## src/rtl/cfg_burst_streamer.sv

```systemverilog
`default_nettype none
// ============================================================================
// Module   : cfg_burst_streamer
// Purpose  : Snapshots a window of NUM_WORDS consecutive 32-bit words from the
//            wide configuration bus on a commit rising edge, then replays them
//            as one AXI-Stream burst, lowest word first, tlast on the final word.
// Revision : 1.0 - initial release
// ----------------------------------------------------------------------------
// Ports
//   a_clk          in   1          clock, rising edge
//   a_resetn       in   1          asynchronous active-low reset
//   cfg            in   CFG_WIDTH  config bus, word i = cfg[i*32 +: 32]
//   commit         in   1          snapshot request (rising edge triggers)
//   M_AXIS_tdata   out  32         current burst word
//   M_AXIS_tvalid  out  1          beat valid
//   M_AXIS_tready  in   1          downstream accept
//   M_AXIS_tlast   out  1          final word of the burst
//   busy           out  1          burst in progress
//   overrun_count  out  16         dropped commit edges, saturating
// ============================================================================
module cfg_burst_streamer #(
    parameter int CFG_WIDTH = 1024,
    parameter int BASE_ADDR = 0,
    parameter int NUM_WORDS = 4
) (
    input  logic                 a_clk,
    input  logic                 a_resetn,
    input  logic [CFG_WIDTH-1:0] cfg,
    input  logic                 commit,
    output logic [31:0]          M_AXIS_tdata,
    output logic                 M_AXIS_tvalid,
    input  logic                 M_AXIS_tready,
    output logic                 M_AXIS_tlast,
    output logic                 busy,
    output logic [15:0]          overrun_count
);

    localparam int              IDX_W    = (NUM_WORDS > 1) ? $clog2(NUM_WORDS) : 1;
    localparam logic [IDX_W-1:0] LAST_IDX = IDX_W'(NUM_WORDS - 1);

    typedef enum logic [0:0] {
        ST_IDLE = 1'b0,
        ST_SEND = 1'b1
    } state_t;

    state_t           state_q, state_d;
    logic [IDX_W-1:0] idx_q, idx_d;
    logic [31:0]      shadow_q [NUM_WORDS];
    logic [31:0]      shadow_d [NUM_WORDS];
    logic             commit_q;
    logic [15:0]      overrun_q, overrun_d;

    logic             commit_edge;
    logic             handshake;
    logic             last_beat;
    logic             snapshot;

    // commit held high through reset release still counts, because commit_q
    // comes out of reset at 0.
    assign commit_edge = commit & ~commit_q;
    assign handshake   = (state_q == ST_SEND) & M_AXIS_tready;
    assign last_beat   = (idx_q == LAST_IDX);

    // ------------------------------------------------------------------------
    // State register
    // ------------------------------------------------------------------------
    always_ff @(posedge a_clk or negedge a_resetn) begin
        if (!a_resetn) begin
            state_q   <= ST_IDLE;
            idx_q     <= '0;
            commit_q  <= 1'b0;
            overrun_q <= '0;
            for (int k = 0; k < NUM_WORDS; k++) begin
                shadow_q[k] <= '0;
            end
        end else begin
            state_q   <= state_d;
            idx_q     <= idx_d;
            commit_q  <= commit;
            overrun_q <= overrun_d;
            for (int k = 0; k < NUM_WORDS; k++) begin
                shadow_q[k] <= shadow_d[k];
            end
        end
    end

    // ------------------------------------------------------------------------
    // Next-state logic
    // ------------------------------------------------------------------------
    always_comb begin
        state_d   = state_q;
        idx_d     = idx_q;
        overrun_d = overrun_q;
        snapshot  = 1'b0;

        case (state_q)
            ST_IDLE: begin
                if (commit_edge) begin
                    snapshot = 1'b1;
                    idx_d    = '0;
                    state_d  = ST_SEND;
                end
            end
            ST_SEND: begin
                if (handshake && last_beat) begin
                    // A commit landing on the final handshake chains straight
                    // into a fresh burst and is not an overrun.
                    if (commit_edge) begin
                        snapshot = 1'b1;
                        idx_d    = '0;
                    end else begin
                        state_d  = ST_IDLE;
                    end
                end else begin
                    if (handshake) begin
                        idx_d = idx_q + 1'b1;
                    end
                    if (commit_edge && (overrun_q != 16'hFFFF)) begin
                        overrun_d = overrun_q + 16'd1;
                    end
                end
            end
            default: begin
                state_d = ST_IDLE;
                idx_d   = '0;
            end
        endcase
    end

    // Shadow capture: all words load on the same edge so the burst is coherent.
    always_comb begin
        for (int k = 0; k < NUM_WORDS; k++) begin
            shadow_d[k] = shadow_q[k];
            if (snapshot) begin
                shadow_d[k] = cfg[(BASE_ADDR + k)*32 +: 32];
            end
        end
    end

    // ------------------------------------------------------------------------
    // Outputs: all derived from registers only, gated to zero outside a burst.
    // ------------------------------------------------------------------------
    always_comb begin
        M_AXIS_tvalid = (state_q == ST_SEND);
        busy          = (state_q == ST_SEND);
        M_AXIS_tdata  = '0;
        M_AXIS_tlast  = 1'b0;
        if (state_q == ST_SEND) begin
            M_AXIS_tdata = shadow_q[idx_q];
            M_AXIS_tlast = last_beat;
        end
    end

    assign overrun_count = overrun_q;

endmodule
`default_nettype wire

```

## config.mk

```make
export PLATFORM = sky130hd
export DESIGN_NAME = cfg_burst_streamer
export DESIGN_NICKNAME = d
export VERILOG_FILES = /design/src/rtl/cfg_burst_streamer.sv
export SDC_FILE = /design/constraint.sdc
export NUM_CORES = 1
export LEC_CHECK = 0
export ABC_AREA = 1
export CAP_MARGIN = 20
export CORE_AREA = 5 5 419 421
export CTS_CLUSTER_SIZE = 16
export DETAILED_ROUTE_END_ITERATION = 12
export DIE_AREA = 0 0 424 426
export HOLD_SLACK_MARGIN = 0.02
export PLACE_DENSITY = 0.33
export SETUP_SLACK_MARGIN = 0.05
export SKIP_LAST_GASP = 1
export SYNTH_ARGS = -nofsm -noshare
export SYNTH_HDL_FRONTEND = slang
export SYNTH_SLANG_ARGS = --single-unit
```

## constraint.sdc

```tcl
create_clock -name a_clk -period 2.1 [get_ports a_clk]
set_clock_uncertainty 0.2 [all_clocks]
set_input_delay 0.315 -clock a_clk [delete_from_list [all_inputs] [get_ports a_clk]]
set_output_delay 0.315 -clock a_clk [all_outputs]
set_load 0.005 [all_outputs]
```

==> results.toml, run 1 <==
[power_and_ir_drop]
peakVddDrop_v = 0.000615
sequentialPowerShare_pct = 24.1
switching_power_mw = 9.25
comb_power_share_pct = 60.6
power_density_nw_per_um2 = 1320
p_int_mw = 12.3
finalPower_mw = 21.6
clkPwrFrac_pct = 15.3
swShare_pct = 42.9
leakagePower_nw = 6.24

[critical_path]
worstPathCellList = "buf_6 -> buf_12 -> nor2_1 -> nor2_1 -> o21ai_2 -> buf_4 -> a21oi_2 -> clkbuf_2"
cp.arrival_ps = 2000
path_max_fanout = 7
critical_path_class = "register to output port"
start_kind = "register"
cp-end-kind = "output port"
slowest_delay_ps = 540
cp_common_cell = "nor2_1"
cp.required_ps = 1580
slowest_stage = "dfrtp_4"

[placed_design]
hpwlAfterDp_um = 35000
io_buffer_count = 182
post-place-ws_ps = -507
dpl_cell_area_um2 = 12500
dp.cells = 3412
gp_congestion = 0.697

[layout]
fillCellCount = 19700
final_area_um2 = 16400
area_growth_pct = 123
seqCellArea_um2 = 3720
multiInputGateArea_um2 = 4740
nets = 2321
drive_above_1_share_pct = 44.2
layout.cells.non_filler = 3550

[yosys]
synthesis.nets = 2021
synth-main-ff-cell = "dfrtp_1"
synth.area.mux_share_pct = 0
synth_area_leaders = "dfrtp_1 50%, nand2_1 17%, nand3_1 10%, nor2_1 7.4%, o21ai_0 4.0%"
synth_fa_ha_area_share_pct = 0.341
synth.avg_cell_area_um2 = 7.41
synth_compound_area_share_pct = 6.68
synth_edf_count = 0
syn-instance-count = 991
synthSimpleGateAreaFrac_pct = 36.4
yosysMostFrequentCell = "nand2_1"
async_flop_share_pct = 100
syn_area_um2 = 7350
synthDistinctLibCells = 24
ys_seq_area_share_pct = 50.4
synth_top_area_share_pct = 50.4
synth_top_area_cell = "dfrtp_1"
yosys_warnings = 0
synth_xor_area_share_pct = 0.358
synth_top_family_by_area = "simple AND/OR/NAND/NOR gates"
ys_seq_elements = 148
synth_common_cells = "331 x nand2_1, 153 x nand3_1, 148 x dfrtp_1, 145 x nor2_1, 58 x o21ai_0"

[floorplanning]
die-area_um2 = 181000
boundaryPins = 1079
die_w_um = 424
die-height_um = 426
rows = 152
placeableCoreArea_um2 = 171000
start_util_pct = 4.30

[global_routing]
antenna_found_initial = 39
overflow = 0
grt_pass1_vias = 8142
grt_pass1_wl_um = 66400
grt_usage_pct = 5.44
grt_start_max_net_pins = 38

[drt]
firstDrtPassIters = 4
ant_nets = 0
drt_iter0_drc = 301
post_drt_via_cell_ratio = 2.27
finalWirelength_um = 51300
via_count = 8060
drc = 0
wl_per_cell_um = 14.5

[sta]
setup_violations = 179
post-route-min-period_ps = 2520
final.setup.tns_ps = -36960
worstMarginPinSlew_ps = 585
finalMaxSlewViolations = 0
worst_slack_ps = -419
post-route-period-util_pct = 120
clock.fmax_mhz = 397
rsz0062_at_grt = "yes"
hold_viol_final = 0
max_slew_margin_pct = 61.0

[clock_network]
numClockSinks = 148
cts-root-buf = "clkbuf_16"
numCtsBuffers = 17
tritoncts = "built"
clk_pin_slew_ps = 80
cts_max_level = 4
clockBufferDepth = 2
insertion_delay_ps = 510

[status]
status = "complete, but fails checks"
violations = "setup timing"

[flow_run]
drv_cap = 0

[hold_path]
hp-class = "input port to async pin"
-- sequential cells by signal, indices dropped and copies added, names as in the netlist --
name,count
shadow_q,128
M_AXIS_tvalid,1
overrun_count,16
idx_q,2
commit_q,1
-- layout make-up --
type / count / area share (%)
clock buffer: 19 / 2.70
sequential: 148 / 22.7
tap: 2233 / 17.1
timing repair buffer: 349 / 26.8
clock inverter: 13 / 0.825
antenna: 13 / 0.199
multi-input combinational: 748 / 28.9
inverter: 27 / 0.749
-- routing by layer --
metal | track usage [%] | wire length [µm] | vias up | part of all wire, %
met5 | 0 | 76 | - | 0.15
met2 | 10.5 | 29200 | 148 | 57
li1 | - | - | 3844 | -
met1 | 5.02 | 18000 | 3978 | 35
met4 | 2.52 | 1530 | 12 | 3.0
met3 | 2.04 | 2530 | 78 | 4.9
-- power groups by stage --
stage	logic [mW]	registers, mW	clock network, mW
global placement	8.27	4.85	0
detailed placement	8.25	4.86	0
finish	13.1	5.20	3.31
CTS	10.9	4.84	3.50
global route	14.1	5.37	3.57
floorplan	3.57	4.60	0
-- path summary, 6_finish.rpt --
path,from,end,slack [ps],cells after the start
max in group asynchronous,a_resetn,shadow_q[94],890,3
worst max-delay path,idx_q[0],M_AXIS_tdata[12],-420,8
worst min-delay path,a_resetn,overrun_count[2],90,2
worst max register to register,idx_q[0],shadow_q[89],-260,12
min in group a_clk,cfg[50],shadow_q[82],160,3
worst min register to register,shadow_q[31],shadow_q[31],290,2
-- timing repair --
item	4_1_cts	5_1_grt
gates resized for setup	222	460
setup buffers	41	25
hold endpoints to repair	129	0
gates cloned	20	19
hold buffers	2	0
setup endpoints to repair	176	192
pin swaps	44	153
-- through the flow --
stage	hold slack [ps]	util, %
after CTS	61.7	8.38
after global placement	111	7.33
after floorplan	-181	-
after detailed placement	96.4	7.33
after global routing	105	9.56
final	90.3	9.58
-- cells by family (layout without fill, tap and decap cells) --
group / Yosys count / after routing
AOI/OAI and AO/OA: 98 / 98
buffers and inverters: 96 / 408
and+or+nand+nor: 644 / 645
adders and majority gates: 2 / 2
xor gates and xnor gates: 3 / 3
other: 0 / 13
DFF: 148 / 148
-- worst max-delay path: cells and delay by family (launching register included) --
family                 cells  cell delay (ps)
DFF                        1              540
and+or+nand+nor            2              160
AOI/OAI and AO/OA          2              250
buffers and inverters      4              550
-- cell usage in the layout, fill, tap and decap left out, drive strengths merged --
cell / count
dlymetal6s2s: 3
o21ai: 66
a21oi: 32
inv: 32
dlygate4sd3: 2
bufinv: 1
or2: 1
ha: 2
xor2: 3
clkbuf: 38
clkdlybuf4s15: 1
clkdlybuf4s50: 144
nand2: 334
diode: 13
dfrtp: 148
nand3: 155
clkinv: 2
buf: 180
nor2: 149
nand4: 3
clkinvlp: 5
nand3b: 3
No activity file was read; power rests on OpenSTA's default activity.
==> inputs of run 2 (changes only) <==
Settings changed: PLACE_DENSITY 0.33 to 0.3.
==> results.toml, run 2 (synthesis gave the netlist of run 1 again) <==
[status]
status = "complete, but fails checks"
violations = "setup timing"

[clock_network]
insertion_delay_ps = 510
numClockSinks = 148
clk_pin_slew_ps = 80
cts-root-buf = "clkbuf_16"
clockBufferDepth = 2
cts_max_level = 4
numCtsBuffers = 17
tritoncts = "built"

[global_routing]
grt_pass1_vias = 7767
antenna_found_initial = 37
overflow = 0
grt_pass1_wl_um = 65100
grt_usage_pct = 5.37
grt_start_max_net_pins = 59

[sta]
worst_slack_ps = -468
setup_violations = 181
max_slew_margin_pct = 69.1
final.setup.tns_ps = -61390
post-route-period-util_pct = 122
rsz0062_at_grt = "yes"
whs_ps = 97.4
worstMarginPinSlew_ps = 463
post-route-min-period_ps = 2570
clock.fmax_mhz = 389
finalMaxSlewViolations = 0
hold_viol_final = 0

[layout]
nets = 2283
area_growth_pct = 101
fillCellCount = 19900
final_area_um2 = 14800
layout_commonest_cell = "nand2_1"
mostFrequentLayoutCells = "325 x nand2_1, 147 x clkdlybuf4s50_1, 146 x dfrtp_1, 146 x nand3_1, 77 x nor2_1"
regMostFlops = "shadow_q"
largest_reg_flops = 128
drive_above_1_share_pct = 26.5

[critical_path]
cp.arrival_ps = 2050
cp-end-kind = "output port"
path_max_fanout = 6
worst_r2r_path_depth = 12
start_kind = "register"
rrSetupSlack_ps = -430
critical_path_class = "register to output port"
reg2reg_to = "shadow_q[94]"
reg2reg_from = "idx_q[0]"
cp.required_ps = 1580

[floorplanning]
placeableCoreArea_um2 = 171000
die-height_um = 426
die-area_um2 = 181000
rows = 152
boundaryPins = 1079
start_util_pct = 4.30
die_w_um = 424

[drt]
post_drt_via_cell_ratio = 2.17
via_count = 7608
firstDrtPassIters = 4
drt_iter0_drc = 300
ant_nets = 0
drc = 0
finalWirelength_um = 48600
wl_per_cell_um = 13.9

[hold_path]
hp-class = "input port to async pin"

[placed_design]
hpwlAfterDp_um = 34800
io_buffer_count = 182
dpl_cell_area_um2 = 12600
gp_congestion = 0.695
post-place-ws_ps = -479

[flow_run]
drv_cap = 0

[power_and_ir_drop]
leakagePower_nw = 5.84
power_density_nw_per_um2 = 1330
peakVddDrop_v = 0.000483
-- run 2: cell count changes in the layout (fill, tap and decap cells not counted), moves of 28 or more --
cell	delta
nand3_2	-74
nor2_1	-30
nand2_2	-94
nand3_1	+87
nand2_1	+123
nand2_4	-28
-- run 2: worst max-delay path, stage by stage, from the launching register on --
cell     delay, ps
dfrtp_4        540
buf_12         170
buf_12         140
buf_8          130
buf_6          110
ha_4           150
buf_6          110
nand2_4         40
inv_2           40
buf_12         120
-- run 2: cell type report --
| type | instances | area, µm² | share of cell area [%] |
|---|---|---|---|
| multi-input combinational | 747 | 3870 | 26.2 |
| timing repair buffer | 312 | 3710 | 25.1 |
| sequential | 148 | 3710 | 25.1 |
| tap | 2233 | 2790 | 18.9 |
| clock buffer | 19 | 443 | 3.00 |
| inverter | 27 | 121 | 0.822 |
| clock inverter | 13 | 114 | 0.771 |
| antenna | 5 | 12.5 | 0.0847 |
-- run 2: how the worst max path moves through the flow --
stage	start	end	slack, ps	depth (start not counted)
finish	idx_q[0]	M_AXIS_tlast	-470	9
global route	idx_q[0]	M_AXIS_tlast	-570	9
CTS	idx_q[0]	M_AXIS_tlast	-580	9
detailed placement	idx_q[0]	M_AXIS_tdata[0]	-480	6
global placement	idx_q[0]	M_AXIS_tdata[0]	-490	6
floorplan	overrun_count[0]	overrun_count[10]	400	9
-- run 2: stage by stage --
stage	total power, mW	cells	util [%]
floorplan	8.17	991	-
finish	19.6	3504	8.64
global route	21.0	3500	8.63
CTS	19.2	3490	8.33
global placement	13.5	3414	7.36
detailed placement	13.4	3414	7.36
-- run 2: timing repair --
| action | CTS | global route |
|---|---|---|
| cloned | 17 | 1 |
| resized for setup | 266 | 138 |
| hold endpoints to repair | 148 | 0 |
| setup buffers | 30 | 14 |
| pin swaps | 55 | 54 |
| setup endpoints to repair | 183 | 197 |
| hold buffers | 1 | 0 |
-- run 2: power breakdown --
group          switching [mW]  internal [mW]  total (mW)  leakage (nW)
Combinational            5.84           5.48        11.3          3.70
Sequential              0.962           4.07        5.03          1.86
Clock                    1.65           1.59        3.24         0.279
Total                    8.45           11.1        19.6          5.84
-- run 2: metal layers --
layer	GRT usage [%]	routed length (µm)	share of wire, %
met3	1.98	2140	4.4
met4	2.06	1380	2.8
met2	10.1	27000	55
met5	0	85	0.17
met1	5.36	18000	37
==> inputs of run 3 (changes only) <==
Settings changed: CORE_AREA 5 5 419 421 to 5 5 412 414, CTS_CLUSTER_DIAMETER set to 40, DIE_AREA 0 0 424 426 to 0 0 417 419.
Clock period 2.1 ns to 2.35 ns, I/O delays scaled along.
==> results.toml, run 3 (synthesis gave the netlist of run 1 again) <==
[clock_network]
cts-root-buf = "clkbuf_16"
clk_pin_slew_ps = 90
cts_max_level = 4
numClockSinks = 148
clockBufferDepth = 2
numCtsBuffers = 17
insertion_delay_ps = 510
tritoncts = "built"

[sta]
post-route-min-period_ps = 2600
worst_slack_ps = -252
rsz0062_at_grt = "yes"
setup_violations = 31
max_slew_margin_pct = 59.1
finalMaxSlewViolations = 0
worstMarginPinSlew_ps = 613
post-route-period-util_pct = 111
clock.fmax_mhz = 384
hold_viol_final = 0

[layout]
area_growth_pct = 91.5
drive_above_1_share_pct = 23.6
mostFrequentLayoutCells = "326 x nand2_1, 149 x nand3_1, 147 x clkdlybuf4s50_1"
largest_reg_flops = 128
finish.utilization_pct = 8.48
final_area_um2 = 14100
regMostFlops = "shadow_q"
layout.cells.non_filler = 3441
nets = 2252
layout_commonest_cell = "nand2_1"

[status]
status = "complete, but fails checks"
violations = "setup timing"

[power_and_ir_drop]
finalPower_mw = 16.5
switching_power_mw = 7.01
clkPwrFrac_pct = 18.5
comb_power_share_pct = 54.5
swShare_pct = 42.4
p_int_mw = 9.52
peakVddDrop_v = 0.000579
leakagePower_nw = 5.49
power_density_nw_per_um2 = 1180
sequentialPowerShare_pct = 27.0

[critical_path]
endpoint = "M_AXIS_tdata[27]"
path_max_fanout = 6
reg2reg_to = "shadow_q[7]"
critPathLaunch = "idx_q[0]"
worst_r2r_path_depth = 10
cp.required_ps = 1800
critical_path_class = "register to output port"
start_kind = "register"
reg2reg_from = "idx_q[0]"
rrSetupSlack_ps = 130
cp-end-kind = "output port"
cp.arrival_ps = 2050

[drt]
wl_per_cell_um = 13.5
post_drt_via_cell_ratio = 2.19
ant_nets = 0
via_count = 7519
firstDrtPassIters = 5
drc = 0
drt_iter0_drc = 395
finalWirelength_um = 46600

[global_routing]
grt_usage_pct = 5.37
grt_start_max_net_pins = 57
grt_pass1_vias = 7889
grt_pass1_wl_um = 63700
antenna_found_initial = 40
overflow = 0

[placed_design]
io_buffer_count = 182
post-place-ws_ps = -312
gp_congestion = 0.689
dpl_cell_area_um2 = 12400
dp.cells = 3370
hpwlAfterDp_um = 34100

[floorplanning]
start_util_pct = 4.43
boundaryPins = 1079
die-height_um = 419
placeableCoreArea_um2 = 166000
die_w_um = 417
die-area_um2 = 175000
rows = 150

[hold_path]
hp-class = "input port to register"
hold_depth = 1

[flow_run]
drv_cap = 0
-- run 3: power groups by stage --
stage | sequential [mW] | combinational [mW] | clock (mW)
after CTS | 4.39 | 9.04 | 3.29
after floorplan | 4.11 | 3.19 | 0
after global placement | 4.30 | 7.43 | 0
after global routing | 4.61 | 9.96 | 3.31
after detailed placement | 4.31 | 7.42 | 0
final | 4.46 | 9.02 | 3.06
-- run 3: cell type report --
cell class | instances | area (µm²)
diodes | 3 | 7.51
well taps | 2204 | 2760
repair buffers | 281 | 3130
flip-flops and latches | 148 | 3710
clock inverters | 12 | 144
multi-input cells | 747 | 3760
fillers | 19500 | 152000
clock buffers | 19 | 443
inverters | 27 | 116
-- run 3: stage by stage --
step                      setup TNS, ps  hold WS, ps
after floorplan                       0         -143
after global placement            -1720          195
after detailed placement          -1470          213
after CTS                         -9410         23.6
after global routing              -9080         73.8
final                             -4890          110
-- run 3: worst min-delay path by stage --
| stage | to | start | slack [ps] |
|---|---|---|---|
| after floorplan | M_AXIS_tvalid | a_resetn | -140 |
| after global placement | overrun_count[1] | a_resetn | 190 |
| after detailed placement | overrun_count[1] | a_resetn | 210 |
| after CTS | commit_q | commit | 20 |
| after global routing | commit_q | commit | 70 |
| final | commit_q | commit | 110 |
-- run 3: repair_timing --
action	in CTS	in global routing
gates cloned	8	0
endpoints found under the hold margin	37	0
pin swaps	58	51
resized for setup	270	84
endpoints found under the setup margin	49	72
buffers inserted	31	7
hold buffers	1	0
-- run 3: layer usage --
layer | GRT usage, % | vias to the layer above | routed length, µm
met4 | 1.76 | 4 | 1230
met2 | 10.2 | 150 | 25600
li1 | - | 3664 | -
met3 | 1.16 | 72 | 1510
met5 | 0 | - | 27
met1 | 5.88 | 3629 | 18200
-- run 3: worst max-delay path, cell delays in order (launching register included) --
cell and delay [ps]:
dfrtp_4 570, buf_4 170, buf_12 120, buf_16 140, nor2_1 100, nor2_1 40
o21ai_1 110, a21oi_2 80, clkdlybuf4s15_2 220
